<file path="src/rtl/alu_pipe.sv">
// -----------------------------------------------------------------------------
// alu_pipe -- single-issue ALU with a registered result stage and an optional
// iterative shift-add multiplier.
//
// One request is accepted when in_valid and in_ready are both high. Every
// opcode except MUL completes one cycle after acceptance. MUL finishes
// DATA_W+1 cycles after acceptance. The block takes no new request until the
// current one has produced its out_valid pulse.
//
// Compile-time option:
//   ALU_PIPE_MUL_EN  when defined, the MUL state and the shift-add datapath are
//                    built. When undefined, opcode 4'b1001 is illegal.
//
// Ports:
//   clk        rising-edge clock
//   rst        synchronous active-high reset
//   in_valid   request qualifier
//   in_ready   high only while idle; a request is accepted when both are high
//   A_bus      operand A (DATA_W)
//   B_bus      operand B (DATA_W)
//   operation  4-bit opcode
//   shift      shift amount for LSHIFT/RSHIFT/ASHR (SH_W)
//   C_bus      registered result, held between out_valid pulses
//   out_valid  one-cycle completion pulse
//   z_flag     result is zero
//   c_flag     carry (ADD/INC) or borrow (SUB/DEC), zero for other opcodes
//   n_flag     result MSB
//   err        one-cycle pulse, together with out_valid, for an illegal opcode
// -----------------------------------------------------------------------------
module alu_pipe #(
    parameter int DATA_W = 16,
    parameter int SH_W   = 4
) (
    input  logic              clk,
    input  logic              rst,
    input  logic              in_valid,
    output logic              in_ready,
    input  logic [DATA_W-1:0] A_bus,
    input  logic [DATA_W-1:0] B_bus,
    input  logic [3:0]        operation,
    input  logic [SH_W-1:0]   shift,
    output logic [DATA_W-1:0] C_bus,
    output logic              out_valid,
    output logic              z_flag,
    output logic              c_flag,
    output logic              n_flag,
    output logic              err
);

    localparam logic [3:0] OP_ADD  = 4'b0001;
    localparam logic [3:0] OP_SUB  = 4'b0010;
    localparam logic [3:0] OP_INC  = 4'b0011;
    localparam logic [3:0] OP_DEC  = 4'b0100;
    localparam logic [3:0] OP_LSH  = 4'b0101;
    localparam logic [3:0] OP_RSH  = 4'b0110;
    localparam logic [3:0] OP_CLR  = 4'b0111;
    localparam logic [3:0] OP_ASHR = 4'b1000;

    localparam logic [DATA_W-1:0] ZERO_D = {DATA_W{1'b0}};
    localparam logic [DATA_W-1:0] ONE_D  = {{(DATA_W-1){1'b0}}, 1'b1};
    localparam logic [DATA_W:0]   ZERO_S = {(DATA_W+1){1'b0}};
    localparam logic [DATA_W:0]   ONE_S  = {{DATA_W{1'b0}}, 1'b1};

`ifdef ALU_PIPE_MUL_EN
    localparam logic [3:0]        OP_MUL   = 4'b1001;
    localparam int                CNT_W    = $clog2(DATA_W + 1);
    localparam logic [CNT_W-1:0]  CNT_LAST = CNT_W'(DATA_W);
    localparam logic [CNT_W-1:0]  CNT_ZERO = {CNT_W{1'b0}};
    localparam logic [CNT_W-1:0]  CNT_ONE  = {{(CNT_W-1){1'b0}}, 1'b1};

    typedef enum logic [1:0] {
        ST_IDLE = 2'b00,
        ST_DONE = 2'b01,
        ST_MUL  = 2'b10
    } state_t;
`else
    typedef enum logic [1:0] {
        ST_IDLE = 2'b00,
        ST_DONE = 2'b01
    } state_t;
`endif

    state_t            state_r;
    state_t            state_next_s;

    logic              in_ready_r;
    logic              out_valid_r;
    logic              err_r;
    logic              z_r;
    logic              c_r;
    logic              n_r;
    logic [DATA_W-1:0] c_bus_r;

    logic              accept_s;
    logic              single_done_s;
    logic [DATA_W:0]   sum_s;
    logic [DATA_W-1:0] res_s;
    logic              carry_s;
    logic              illegal_s;

`ifdef ALU_PIPE_MUL_EN
    logic              is_mul_s;
    logic              mul_last_s;
    logic [DATA_W-1:0] acc_r;
    logic [DATA_W-1:0] mcand_r;
    logic [DATA_W-1:0] mplier_r;
    logic [CNT_W-1:0]  cnt_r;

    assign is_mul_s      = (operation == OP_MUL);
    // The MUL state spends DATA_W cycles iterating and one more to publish.
    assign mul_last_s    = (state_r == ST_MUL) && (cnt_r == CNT_LAST);
    assign single_done_s = accept_s & ~is_mul_s;
`else
    assign single_done_s = accept_s;
`endif

    assign accept_s  = in_valid & in_ready_r;

    assign in_ready  = in_ready_r;
    assign out_valid = out_valid_r;
    assign err       = err_r;
    assign C_bus     = c_bus_r;
    assign z_flag    = z_r;
    assign c_flag    = c_r;
    assign n_flag    = n_r;

    // State register.
    always_ff @(posedge clk) begin
        if (rst) begin
            state_r <= ST_IDLE;
        end else begin
            state_r <= state_next_s;
        end
    end

    // Next-state decode.
    always_comb begin
        state_next_s = state_r;
        case (state_r)
            ST_IDLE: begin
`ifdef ALU_PIPE_MUL_EN
                if (accept_s && is_mul_s) begin
                    state_next_s = ST_MUL;
                end else if (accept_s) begin
                    state_next_s = ST_DONE;
                end else begin
                    state_next_s = ST_IDLE;
                end
`else
                if (accept_s) begin
                    state_next_s = ST_DONE;
                end else begin
                    state_next_s = ST_IDLE;
                end
`endif
            end
`ifdef ALU_PIPE_MUL_EN
            ST_MUL: begin
                if (mul_last_s) begin
                    state_next_s = ST_DONE;
                end else begin
                    state_next_s = ST_MUL;
                end
            end
`endif
            ST_DONE: state_next_s = ST_IDLE;
            default: state_next_s = ST_IDLE;
        endcase
    end

    // Single-cycle result and carry for the opcode currently on the inputs.
    always_comb begin
        sum_s     = ZERO_S;
        res_s     = ZERO_D;
        carry_s   = 1'b0;
        illegal_s = 1'b0;
        case (operation)
            OP_ADD: begin
                sum_s   = {1'b0, A_bus} + {1'b0, B_bus};
                res_s   = sum_s[DATA_W-1:0];
                carry_s = sum_s[DATA_W];
            end
            OP_SUB: begin
                // A + ~B + 1: no carry out means a borrow was needed.
                sum_s   = {1'b0, A_bus} + {1'b0, ~B_bus} + ONE_S;
                res_s   = sum_s[DATA_W-1:0];
                carry_s = ~sum_s[DATA_W];
            end
            OP_INC: begin
                sum_s   = {1'b0, A_bus} + {1'b0, B_bus} + ONE_S;
                res_s   = sum_s[DATA_W-1:0];
                carry_s = sum_s[DATA_W];
            end
            OP_DEC: begin
                // Borrow only when the full sum is zero and the result wraps.
                sum_s   = {1'b0, A_bus} + {1'b0, B_bus};
                res_s   = sum_s[DATA_W-1:0] - ONE_D;
                carry_s = (sum_s == ZERO_S);
            end
            OP_LSH:  res_s = A_bus << shift;
            OP_RSH:  res_s = A_bus >> shift;
            OP_CLR:  res_s = ZERO_D;
            OP_ASHR: res_s = $unsigned($signed(A_bus) >>> shift);
`ifdef ALU_PIPE_MUL_EN
            OP_MUL:  res_s = ZERO_D;
`endif
            default: illegal_s = 1'b1;
        endcase
    end

`ifdef ALU_PIPE_MUL_EN
    // Shift-add multiplier: one multiplier bit per cycle, operands captured at accept.
    always_ff @(posedge clk) begin
        if (rst) begin
            acc_r    <= ZERO_D;
            mcand_r  <= ZERO_D;
            mplier_r <= ZERO_D;
            cnt_r    <= CNT_ZERO;
        end else if (accept_s && is_mul_s) begin
            acc_r    <= ZERO_D;
            mcand_r  <= A_bus;
            mplier_r <= B_bus;
            cnt_r    <= CNT_ZERO;
        end else if ((state_r == ST_MUL) && !mul_last_s) begin
            if (mplier_r[0]) begin
                acc_r <= acc_r + mcand_r;
            end else begin
                acc_r <= acc_r;
            end
            mcand_r  <= mcand_r << 1;
            mplier_r <= mplier_r >> 1;
            cnt_r    <= cnt_r + CNT_ONE;
        end else begin
            cnt_r    <= cnt_r;
        end
    end
`endif

    // Result, flag and handshake registers.
    always_ff @(posedge clk) begin
        if (rst) begin
            c_bus_r     <= ZERO_D;
            z_r         <= 1'b0;
            c_r         <= 1'b0;
            n_r         <= 1'b0;
            out_valid_r <= 1'b0;
            err_r       <= 1'b0;
            in_ready_r  <= 1'b1;
        end else begin
            out_valid_r <= 1'b0;
            err_r       <= 1'b0;
            in_ready_r  <= (state_next_s == ST_IDLE);
            if (single_done_s) begin
                out_valid_r <= 1'b1;
                c_bus_r     <= res_s;
                if (illegal_s) begin
                    // Flags keep their previous values on an illegal opcode.
                    err_r <= 1'b1;
                end else begin
                    z_r <= (res_s == ZERO_D);
                    c_r <= carry_s;
                    n_r <= res_s[DATA_W-1];
                end
            end
`ifdef ALU_PIPE_MUL_EN
            else if (mul_last_s) begin
                out_valid_r <= 1'b1;
                c_bus_r     <= acc_r;
                z_r         <= (acc_r == ZERO_D);
                c_r         <= 1'b0;
                n_r         <= acc_r[DATA_W-1];
            end
`endif
        end
    end

endmodule

</file>
<file path="config.mk">
export PLATFORM = sky130hd
export DESIGN_NAME = alu_pipe
export DESIGN_NICKNAME = d
export VERILOG_FILES = /design/src/rtl/alu_pipe.sv
export SDC_FILE = /design/constraint.sdc
export NUM_CORES = 1
export LEC_CHECK = 0
export CELL_PAD_IN_SITES_DETAIL_PLACEMENT = 0
export CELL_PAD_IN_SITES_GLOBAL_PLACEMENT = 1
export CORE_MARGIN = 10
export CORE_UTILIZATION = 50
export CTS_BUF_LIST = sky130_fd_sc_hd__clkbuf_4 sky130_fd_sc_hd__clkbuf_8 sky130_fd_sc_hd__clkbuf_16
export CTS_CLUSTER_SIZE = 8
export DETAILED_ROUTE_END_ITERATION = 8
export DONT_BUFFER_PORTS = 1
export GPL_TIMING_DRIVEN = 0
export PLACE_DENSITY_LB_ADDON = 0.1
export SLEW_MARGIN = 0
export SYNTH_ARGS = -nofsm -noshare
export SYNTH_HDL_FRONTEND = slang
export SYNTH_SLANG_ARGS = --single-unit
</file>
<file path="constraint.sdc">
create_clock -name clk -period 9.7 [get_ports clk]
set_input_delay 1.94 -clock clk [delete_from_list [all_inputs] [get_ports clk]]
set_output_delay 1.94 -clock clk [all_outputs]
set_load 0.01 [all_outputs]
</file>
# == Word level (Yosys, flattened, before mapping) ==
# Cells that the tools add are included.
# totals
word_cells,41
output_inout_bits,22
reg_bits,24
input_bits,43
# classes
reduce_logical,7
addsub,5
muxes,6
shift,3
n_eq_ne,8
bitwise,4
# op_table
op,count
16-bit one-hot mux with 7 select lines,1
16-bit by 16-bit adder with 17-bit output,2
17-bit by 1-bit adder with 17-bit output (second input constant),2
17-bit zero test,1
4-bit by 3-bit == test with 1-bit output (second input constant),4
16-bit zero test,1
16-bit inverter,1
16-bit by 4-bit << shifter with 16-bit output,1
16-bit by 4-bit right shift with 16-bit output,1
16-bit by 4-bit >>> shifter with 16-bit output,1
16-bit by 1-bit subtractor with 16-bit output (second input constant),1
4-bit by 2-bit == test with 1-bit output (second input constant),2
8-bit OR reduction,1
4-bit by 1-bit == test with 1-bit output (second input constant),1
4-bit == test (second input constant),1
2-bit zero test,2
1-bit one-hot mux with 4 select lines,1
1-bit 2-to-1 mux,3
2-bit 2-to-1 mux,1
1-bit inverter,2
2-bit AND reduction,1
2-bit OR reduction,1
1-bit bitwise AND,1

# == Logic depth before layout (Yosys ltp) ==
# logic_depth
word_depth,5
ltp_mapped,15
mapped_depth_nobuf,15

# == Worst setup path before layout ==
# No wires, ideal clock.
# synth_path
kind,in2reg
startpoint,input port A_bus[0]
endpoint,"register z_r, in the netlist z_flag"
setup_slack_ns,4.478
t_arrival_ns,5.161
setup_time_ns,0.060
required_ns,9.640
stages,14
n_path_buf,1
cell_sequence,ha_1 -> fa_1 -> and2b_1 -> o211a_1 -> o31a_1 -> or3_1 -> and2_1 -> clkbuf_1 -> nor4_1 -> mux2i_1 -> nand3_1 -> or2_0 -> nor4b_2 -> a32o_1
# synth_via
elab_chain_len,4
elab_cells_between_ends,10
cone_classes,add/sub (5); shift (3); mux (1); reduce/logical (1)
# synth_lines
item,line,rtl
from (decl),38,"input logic [DATA_W-1:0] A_bus,"
16-bit by 16-bit adder with 17-bit output (on tied branches),n/a,
17-bit by 1-bit adder with 17-bit output (tied with other cells),190,"sum_s = {1'b0, A_bus} + {1'b0, B_bus} + ONE_S;"
16-bit one-hot mux with 7 select lines *,177,case (operation)
16-bit zero test *,260,z_r <= (res_s == ZERO_D);
to (signal assigned),260,
to (decl),89,logic z_r;
# Mark *: on every way between the ends. The rest lies on a longest branch, timed or not.
# A chain may end at the register's enable or synchronous reset.

# == Worst setup path in the final report ==
# Ends and elaborated chain as after synthesis.

==> reports/metrics.cfg <==
[hold_path]
hold_class = flop to flop

[power]
power.switching_mw = 0.2339
seq_power_share_pct = 22.4
leakagePower_nw = 2.142
clockPowerShare_pct = 12.2
sw_frac_of_total_pct = 48.40
power.internal_mw = 0.2494
p_total_mw = 0.4833
comb_power_share_pct = 65.4
vdd_ir_drop_max_v = 0.00006952
powerDensity_mw_per_mm2 = 86.26

[synthesis]
syn_area_per_cell_sq_um = 7.445
yosysTopAreaCell = dfxtp_1
yosys_warnings = 0
synth-async-reset-ratio_pct = 0
synthesis.nets = 801
synth_edf_count = 0
synth-seq-cells = 23
syn_inst = 721
ys.flop_type = dfxtp_1
synth_top_area_share_pct = 8.578
synth_area_sq_mm = 0.005368
ys_top_cells_by_area = dfxtp_1 8.6%, ha_1 8.2%, mux4_2 7.1%
synth_seq_area_share_pct = 8.578
synth_cell_types = 89

[timing]
tightest_slew_ps = 1058
slew_headroom_pct = 29.31
max_clock_freq_ghz = 0.1821
hold_viol = 0
drv_slew = 0
fin_tns_setup_ps = 0
finalCritPeriodShare_pct = 56.60
setup_viol = 0
fin_crit_ps = 5490
rsz0062_at_grt = no
fin_skew_ps = 10.16

[die]
initial_core_util_pct = 51.76
dieArea_sq_mm = 0.01528
die_w_microns = 123.6
dieHeight_microns = 123.6
io_pins = 65
rows = 37
design.core.area_sq_mm = 0.01037

[global_routing]
grt_pass1_vias = 5548
grt_usage_pct = 25.44
grt_pass1_wl_mm = 30.91
grt_overflow = 0
grt_max_degree = 14
antenna_found_initial = 0

[layout]
drive_gt1_share_pct = 11.02
instances_no_fill = 862
areaGrowthSynthToFinish_pct = 4.382
nFillCells = 1049
multi_input_area_sq_mm = 0.004582
nets = 807
diodes = 0
regArea_sq_um = 460.4

[critical_path]
worstPathRequired_ps = 9920
cp-startpoint = A_bus[0]
reg2reg_slack_ps = 7830
crit_end = z_flag$_SDFFE_PP0P_
crit_path_start_kind = input pin
worst-endpoint-arrival_ps = 5710
crit_type = input pin to flop
r2r.worst_path.cells = 8
critPathMaxFanout = 8
r2r_start = in_ready$_SDFF_PP1_
endpoint_kind = flop
r2r_end = z_flag$_SDFFE_PP0P_

[cts]
cts-root-buf = clkbuf_8
insertion_delay_ps = 270
ctsHoldBuffers = 0
cts_tree = done
cts_max_level = 1
post-cts-setup-buffers = 0
cts_made_buffers = 3
clock_path_buffers = 2
clk_pin_slew_ps = 90
clock_sinks = 23
cts_repair_resize_count = 0

[run]
drv_cap = 0

[placement]
gp_congestion = 0.9791
port_buffers = 0
hpwl_mm = 16.31
dp.cells = 858

[drt]
avgViaCountPerCell = 6.783
first_iter_violations = 683
wirelength_mm = 20.07
firstDrtPassIters = 7
vias = 5847
wl_per_cell_microns = 23.28
antenna_left = 0
drc_errors = 0

[run_status]
outcome = completed

## critical path, cell delays in order
cell and delay [ps]:
ha_1 240, fa_1 500, and2b_1 240, o211a_1 230, o31a_1 340, or3_1 370
and2_1 180, clkbuf_1 160, xor2_1 180, a2111oi_0 650, and4_1 280, nor4b_2 210
a32o_1 190
## Yosys cell counts (10+ instances only)
| master | count |
|---|---|
| buf_2 | 11 |
| inv_1 | 33 |
| nor2_1 | 81 |
| or3_1 | 10 |
| o21ai_0 | 46 |
| xnor2_1 | 26 |
| ha_1 | 35 |
| a21oi_1 | 41 |
| nor2b_1 | 12 |
| mux2_2 | 10 |
| nand2_1 | 45 |
| a22o_1 | 10 |
| mux4_2 | 17 |
| mux2i_1 | 26 |
| dfxtp_1 | 23 |
| nor3_1 | 26 |
| clkbuf_1 | 26 |
| xor2_1 | 17 |
| a211oi_1 | 11 |
| nand3_1 | 16 |
| nand2b_1 | 11 |
## layer usage
| metal | GRT usage, % | up-vias | routed length, microns | part of all wire (%) |
|---|---|---|---|---|
| met5 | 0 | - | 0 | 0 |
| met1 | 32.52 | 2774 | 8252 | 41 |
| li1 | - | 2733 | - | - |
| met4 | 7.642 | 0 | 556 | 2.8 |
| met3 | 3.891 | 35 | 1777 | 8.9 |
| met2 | 43.15 | 305 | 9480 | 47 |
## layout by cell type, fill, tap and decap left out, types with 12 or more instances in the layout
master | netlist | layout
clkbuf_1 | 26 | 26
mux4_2 | 17 | 17
nor3_1 | 26 | 25
inv_1 | 33 | 33
xor2_1 | 17 | 17
mux2i_1 | 26 | 26
xnor2_1 | 26 | 26
ha_1 | 35 | 35
a21oi_1 | 41 | 41
o21ai_0 | 46 | 46
dfxtp_1 | 23 | 23
nor2_1 | 81 | 81
nand2_1 | 45 | 45
nand3_1 | 16 | 16
nor2b_1 | 12 | 12
## power by group through the flow
stage          clock (mW)  sequential [mW]  combinational (mW)
2_1_floorplan           0            0.109               0.239
3_3_place_gp            0            0.111               0.304
3_5_place_dp            0            0.111               0.308
4_1_cts            0.0592            0.109               0.309
5_1_grt            0.0628            0.109               0.343
6_report           0.0591            0.108               0.316
## kinds of logic (layout without fill, tap and decap cells)
kind of cell | Yosys count | after routing | synth area share [%]
xor gates and xnor gates | 44 | 44 | 7.319
buffers and inverters | 82 | 87 | 6.270
DFF | 23 | 23 | 8.578
AOI/OAI and AO/OA | 208 | 208 | 27.30
and+or+nand+nor | 274 | 274 | 27.55
adders and majority gates | 37 | 37 | 8.904
muxes | 53 | 53 | 14.08
## flip-flops by register name (all words and copies together), names as in the netlist
name       flops
C_bus         16
c_flag         1
err            1
in_ready       1
n_flag         1
out_valid      1
state_r        1
z_flag         1
## worst min path at each step
stage                     cells past startpoint                   to                  start
after floorplan                               1  in_ready$_SDFF_PP1_  state_r[0]$_SDFF_PP0_
after global placement                        1  in_ready$_SDFF_PP1_  state_r[0]$_SDFF_PP0_
final                                         1  in_ready$_SDFF_PP1_  state_r[0]$_SDFF_PP0_
after CTS                                     1  in_ready$_SDFF_PP1_  state_r[0]$_SDFF_PP0_
after global routing                          1  in_ready$_SDFF_PP1_  state_r[0]$_SDFF_PP0_
after detailed placement                      1  in_ready$_SDFF_PP1_  state_r[0]$_SDFF_PP0_
## final cells by class
class	instances	share of cell area (%)
Tap cell	136	3.037
Inverter	36	2.412
Clock inverter	1	0.08933
Sequential cell	23	8.218
Clock buffer	3	0.7369
Multi-Input combinational cell	616	81.78
Buffer	46	3.595
Timing Repair Buffer	1	0.1340
## metrics by stage
stage | hold slack, ps | cell area, sq um | worst slack [ps] | util (%)
2_1_floorplan | 411.2 | 5368 | 4478 | -
4_1_cts | 479.0 | 5603 | 4249 | 54.03
5_1_grt | 490.8 | 5603 | 4045 | 54.03
6_report | 485.3 | 5603 | 4210 | 54.03
3_3_place_gp | 423.1 | 5538 | 3965 | 53.40
3_5_place_dp | 457.0 | 5557 | 3981 | 53.58
Note: power is estimated with default switching activity, not from simulation.
